<file path="src/rtl/modn_counter_pkg.sv">
// rtl/modn_counter_pkg.sv - shared state encodings, width helper and default modulus for modn_counter
package modn_counter_pkg;

  typedef enum logic {
    ST_COUNTING = 1'b0,
    ST_HALTED   = 1'b1
  } state_t;

  localparam int DEFAULT_MODULUS = 100;

  // Smallest r with 2**r >= value; capped at 31 so the shift stays positive.
  function automatic int clog2(input int value);
    int r;
    r = 0;
    for (int i = 0; i < 31; i++) begin
      if ((1 << i) < value) r = i + 1;
    end
    return r;
  endfunction

endpackage

</file>
<file path="src/rtl/modn_wrap_tally.sv">
// rtl/modn_wrap_tally.sv - wrap tally register; instantiated only under MODN_WRAP_TALLY_EN
module modn_wrap_tally
  import modn_counter_pkg::*;
#(
  parameter int WIDTH = 8
) (
  input  logic             clk,
  input  logic             rst,
  input  logic             clear,
  input  logic             inc,
  output logic [WIDTH-1:0] tally
);

  always_ff @(posedge clk or posedge rst) begin
    if (rst) begin
      tally <= '0;
    end else if (clear) begin
      tally <= '0;
    end else if (inc) begin
      tally <= tally + WIDTH'(1);
    end
  end

endmodule

</file>
<file path="src/rtl/modn_counter.sv">
// rtl/modn_counter.sv - modulo-N up/down counter with load, one-shot halt and wrap pulse (option: MODN_WRAP_TALLY_EN)
module modn_counter
  import modn_counter_pkg::*;
#(
  parameter  int MODULUS     = DEFAULT_MODULUS,
  parameter  int TALLY_WIDTH = 8,
  localparam int WIDTH       = clog2(MODULUS)
) (
  input  logic             CLOCK,
  input  logic             RESET,
  input  logic             ENABLE,
  input  logic             UP_DOWN,
  input  logic             ONE_SHOT,
  input  logic             LOAD,
  input  logic [WIDTH-1:0] LOAD_VALUE,
  output logic [WIDTH-1:0] COUNT,
  output logic             sigN,
  output logic             DONE,
  output logic             LOAD_ERR
`ifdef MODN_WRAP_TALLY_EN
  ,
  output logic [TALLY_WIDTH-1:0] WRAP_TALLY
`endif
);

  localparam logic [WIDTH-1:0] MAX_VAL = WIDTH'(MODULUS - 1);
  localparam logic [WIDTH:0]   MOD_EXT = (WIDTH + 1)'(MODULUS);

  if (MODULUS < 2 || TALLY_WIDTH < 1) begin : g_param_check
    $error("modn_counter: MODULUS must be >= 2 and TALLY_WIDTH >= 1");
  end

  state_t           state;
  logic             at_top;
  logic             at_bottom;
  logic             wrap;
  logic             load_ok;
  logic [WIDTH-1:0] count_step;

  // Out-of-range counts are unreachable, but if seen they behave as the terminal value.
  always_comb begin
    at_top     = (COUNT >= MAX_VAL);
    at_bottom  = (COUNT == '0) || (COUNT > MAX_VAL);
    wrap       = ENABLE && (state == ST_COUNTING) && (UP_DOWN ? at_top : at_bottom);
    load_ok    = ({1'b0, LOAD_VALUE} < MOD_EXT);
    count_step = COUNT;
    if (UP_DOWN) begin
      count_step = at_top ? '0 : COUNT + WIDTH'(1);
    end else begin
      count_step = at_bottom ? MAX_VAL : COUNT - WIDTH'(1);
    end
  end

  always_ff @(posedge CLOCK or posedge RESET) begin
    if (RESET) begin
      COUNT    <= '0;
      sigN     <= 1'b0;
      LOAD_ERR <= 1'b0;
      state    <= ST_COUNTING;
    end else if (LOAD) begin
      COUNT    <= load_ok ? LOAD_VALUE : MAX_VAL;
      LOAD_ERR <= !load_ok;
      sigN     <= 1'b0;
      state    <= ST_COUNTING;
    end else if (ENABLE && (state == ST_COUNTING)) begin
      COUNT <= count_step;
      sigN  <= wrap;
      if (wrap && ONE_SHOT) state <= ST_HALTED;
    end else begin
      sigN <= 1'b0;
    end
  end

  assign DONE = (state == ST_HALTED);

`ifdef MODN_WRAP_TALLY_EN
  // LOAD clears the tally and also suppresses the wrap, so clear-over-inc is consistent.
  modn_wrap_tally #(
    .WIDTH(TALLY_WIDTH)
  ) u_wrap_tally (
    .clk  (CLOCK),
    .rst  (RESET),
    .clear(LOAD),
    .inc  (wrap),
    .tally(WRAP_TALLY)
  );
`endif

endmodule
</file>
<file path="config.mk">
export PLATFORM = sky130hd
export DESIGN_NAME = modn_counter
export DESIGN_NICKNAME = d
export VERILOG_FILES = /design/src/rtl/modn_counter_pkg.sv /design/src/rtl/modn_wrap_tally.sv /design/src/rtl/modn_counter.sv
export SDC_FILE = /design/constraint.sdc
export NUM_CORES = 1
export LEC_CHECK = 0
export ABC_CLOCK_PERIOD_IN_PS = 2230
export CORE_MARGIN = 3
export CORE_UTILIZATION = 61
export DETAILED_ROUTE_END_ITERATION = 8
export DONT_BUFFER_PORTS = 1
export PLACE_DENSITY = 0.77
export SYNTH_ARGS = -nofsm -noshare
export SYNTH_HDL_FRONTEND = slang
export SYNTH_SLANG_ARGS = --single-unit
</file>
<file path="constraint.sdc">
create_clock -name CLOCK -period 2.23 [get_ports CLOCK]
set_input_delay 0.3345 -clock CLOCK [delete_from_list [all_inputs] [get_ports CLOCK]]
set_output_delay 0.3345 -clock CLOCK [all_outputs]
set_load 0.005 [all_outputs]
</file>
==> qor.csv <==
stage;metric;value;unit
cts;setup repair bufs after CTS;0;
yosys;Post-synth EDFFs;0;
yosys;Seq cells post-synth;10;
yosys;Seq/Total Area, Yosys;26.74;%
global_routing;antenna violations before repair;0;
floorplan;Die Span X;45.17;um
floorplan;Initial Util;68.50;%
yosys;Distinct cells, synth;45;
worst_setup_path;Worst setup EP type;register;
timing;Final setup viols;0;
min_path;WHS Path Cells;1;
place;PortBufs;0;
yosys;Syn Nets;116;
power;Cell Pwr Density;674.0;nW/um2
power;P_leak;0.3496;nW
global_routing;vias in the first global route;729;
final_layout;most frequent cells in the layout;8 x dfrtp_1, 8 x a21oi_1, 7 x inv_1;
cts;Worst-path clk slew;60;ps
timing;Min Clock Period, post-route;1985;ps
global_routing;total track usage;23.87;%
timing;actual slew at the worst max-slew pin;579.8;ps
timing;Setup TNS;0;ps
cts;total CTS buffers;3;
worst_setup_path;Critical Path Start Type;register;
worst_setup_path;reg2reg end;COUNT[0]$_DFFE_PP0P_;
yosys;Main synth FF type;dfrtp_1;
worst_setup_path;Worst Path Arrival;2110;ps
route;DRC viols;0;
floorplan;die height;45.17;um
final_layout;final core utilization;68.13;%
worst_setup_path;Reg2Reg Setup Slack;240;ps
final_layout;diode count;0;
yosys;Cells after Synth;100;
power;Tot Pwr;0.6274;mW
cts;CTS tree;built;
worst_setup_path;reg-to-reg startpoint;COUNT[1]$_DFFE_PP0P_;
place;GPL Wtd Cong;0.8585;
timing;clk_skew;0.6017;ps
yosys;Synth Area per Inst;9.359;um2
route;drt first pass iters;4;
min_path;Worst Hold Class;primary input to register;
job;Max Cap Violations;0;
outcome;status;completed;
cts;root buffer selected by CTS;clkbuf_4;
timing;Hold Fails Final Rpt;0;
min_path;WHS Endpoint;DONE$_DFFE_PP0P_;
timing;Achievable Freq;503.8;MHz
yosys;synthesized area;935.9;um2
timing;Max Transition Viols Final;0;
floorplan;FP Rows;13;
final_layout;cell area after layout;930.9;um2
floorplan;Core Footprint;1366;um2
global_routing;largest net degree at the start of global routing;13;
timing;Final Cycle Share;89.02;%
floorplan;I/O pins;23;
timing;relative slew slack;61.00;%
cts;later-pin clock latency in the skew report;270;ps
place;cell count after placement;108;
worst_setup_path;crit path max fanout;11;
final_layout;proportion of layout cells with a drive suffix above 1;20.62;%
place;DP HPWL;1.647;mm
cts;CTS H-tree depth;1;
final_layout;Final Net Count;115;
worst_setup_path;Worst Setup Path Type;register to register;
final_layout;Syn-to-layout area delta;-0.5348;%
route;Vias/cell;7.563;
worst_setup_path;worst-case reg-to-reg path depth;5;
global_routing;first-pass GRT wire length;3.436;mm
global_routing;grt ovf;0;
route;Iteration-0 DRC Markers;54;
cts;CTS sink cnt;10;
route;wire per inst;19.51;um
route;Vias;847;
yosys;Ys Warns;0;
place;placed cell areas;895.9;um2
min_path;Hold Path Origin;LOAD;
final_layout;Fillers;105;
cts;clk buf depth;2;
route;Antenna Nets Post-Route;0;
floorplan;die area;2040;um2
power;VDD IR max;0.0005081;V
timing;unrepaired setup endpoints after global routing;false;
route;drt total wl;2.185;mm
final_layout;Post-Layout Cell Count;112;
worst_setup_path;CP required;2360;ps
yosys;async set-reset flop share out of synthesis;100.0;%
[state kept, by name, indices dropped and copies added (netlist names)]
signal    count
COUNT         7
DONE          1
LOAD_ERR      1
sigN          1
[timing repair]
item,in CTS,in global routing
endpoints found under the setup margin,0,1
hold buffers,1,0
hold endpoints to repair,10,0
gates resized for setup,0,2
[cells by family (layout without fill, tap and decap cells)]
family	after synthesis	in the layout	share of synthesized area (%)
compound gates	41	41	35.83
mux	1	1	1.203
xor+xnor	5	5	4.680
flops	10	10	26.74
buf+inv	15	12	9.892
simple gates	25	25	17.65
fa+ha+maj	3	3	4.011
[cells in the mapped netlist, types with 2 or more instances]
cell type,number,area share (%)
a211o_1,3,2.8
a211oi_1,2,1.6
a21boi_0,2,1.6
a21o_1,2,1.6
a21oi_1,8,4.3
a21oi_2,2,1.9
a31oi_1,2,1.3
a32oi_1,2,1.9
buf_2,3,1.6
buf_6,3,3.6
dfrtp_1,10,27
ha_1,3,4.0
inv_1,7,2.8
nand2_1,4,1.6
nand3_1,3,1.6
nand3b_1,2,1.6
nor2_1,3,1.2
nor3_1,3,1.6
o21ai_0,3,1.6
o22ai_1,4,2.7
o32a_2,2,2.4
xnor2_1,2,1.9
xor2_1,3,2.8
[worst max-delay path: stages (launching register included)]
cell	delay (ps)
dfrtp_2	480
ha_1	340
a21oi_1	120
a211o_1	310
a2111oi_0	450
o22ai_1	150
[worst max path at each step]
| stage | startpoint | end | slack [ps] | cells after the start |
|---|---|---|---|---|
| 2_1_floorplan | COUNT[0]$_DFFE_PP0P_ | COUNT[4]$_DFFE_PP0P_ | 370 | 7 |
| 3_3_place_gp | COUNT[1]$_DFFE_PP0P_ | COUNT[0]$_DFFE_PP0P_ | 240 | 5 |
| 3_5_place_dp | COUNT[1]$_DFFE_PP0P_ | COUNT[0]$_DFFE_PP0P_ | 190 | 5 |
| 4_1_cts | COUNT[1]$_DFFE_PP0P_ | COUNT[0]$_DFFE_PP0P_ | 160 | 5 |
| 5_1_grt | COUNT[1]$_DFFE_PP0P_ | COUNT[0]$_DFFE_PP0P_ | 60 | 5 |
| 6_report | COUNT[1]$_DFFE_PP0P_ | COUNT[0]$_DFFE_PP0P_ | 240 | 5 |
[final cells by class]
| cell class | count | area [um2] | share of cell area, % |
|---|---|---|---|
| flip-flops and latches | 10 | 252.7 | 27.15 |
| inverters | 7 | 26.28 | 2.823 |
| repair buffers | 2 | 17.52 | 1.882 |
| clock buffers | 3 | 22.52 | 2.419 |
| well taps | 15 | 18.77 | 2.016 |
| multi-input cells | 75 | 593.1 | 63.71 |
[power by group]
part           total [mW]  internal (mW)  switching [mW]
Clock               0.124         0.0625          0.0618
Sequential          0.269          0.206          0.0628
Combinational       0.234          0.100           0.134
[layer usage]
metal	track usage, %	vias to the layer above	routed length, um
met1	31.44	389	808
met4	12.28	0	101
met5	0	-	0
met3	6.375	14	239
li1	-	385	-
met2	35.59	59	1035
[metrics by stage]
step | hold slack, ps | setup slack, ps
5_1_grt | 103.3 | 63.04
3_5_place_dp | 227.7 | 193.1
6_report | 113.2 | 244.9
3_3_place_gp | 229.6 | 238.4
2_1_floorplan | 174.7 | 368.5
4_1_cts | 110.4 | 159.6
Power figures use the tool's default switching activity.
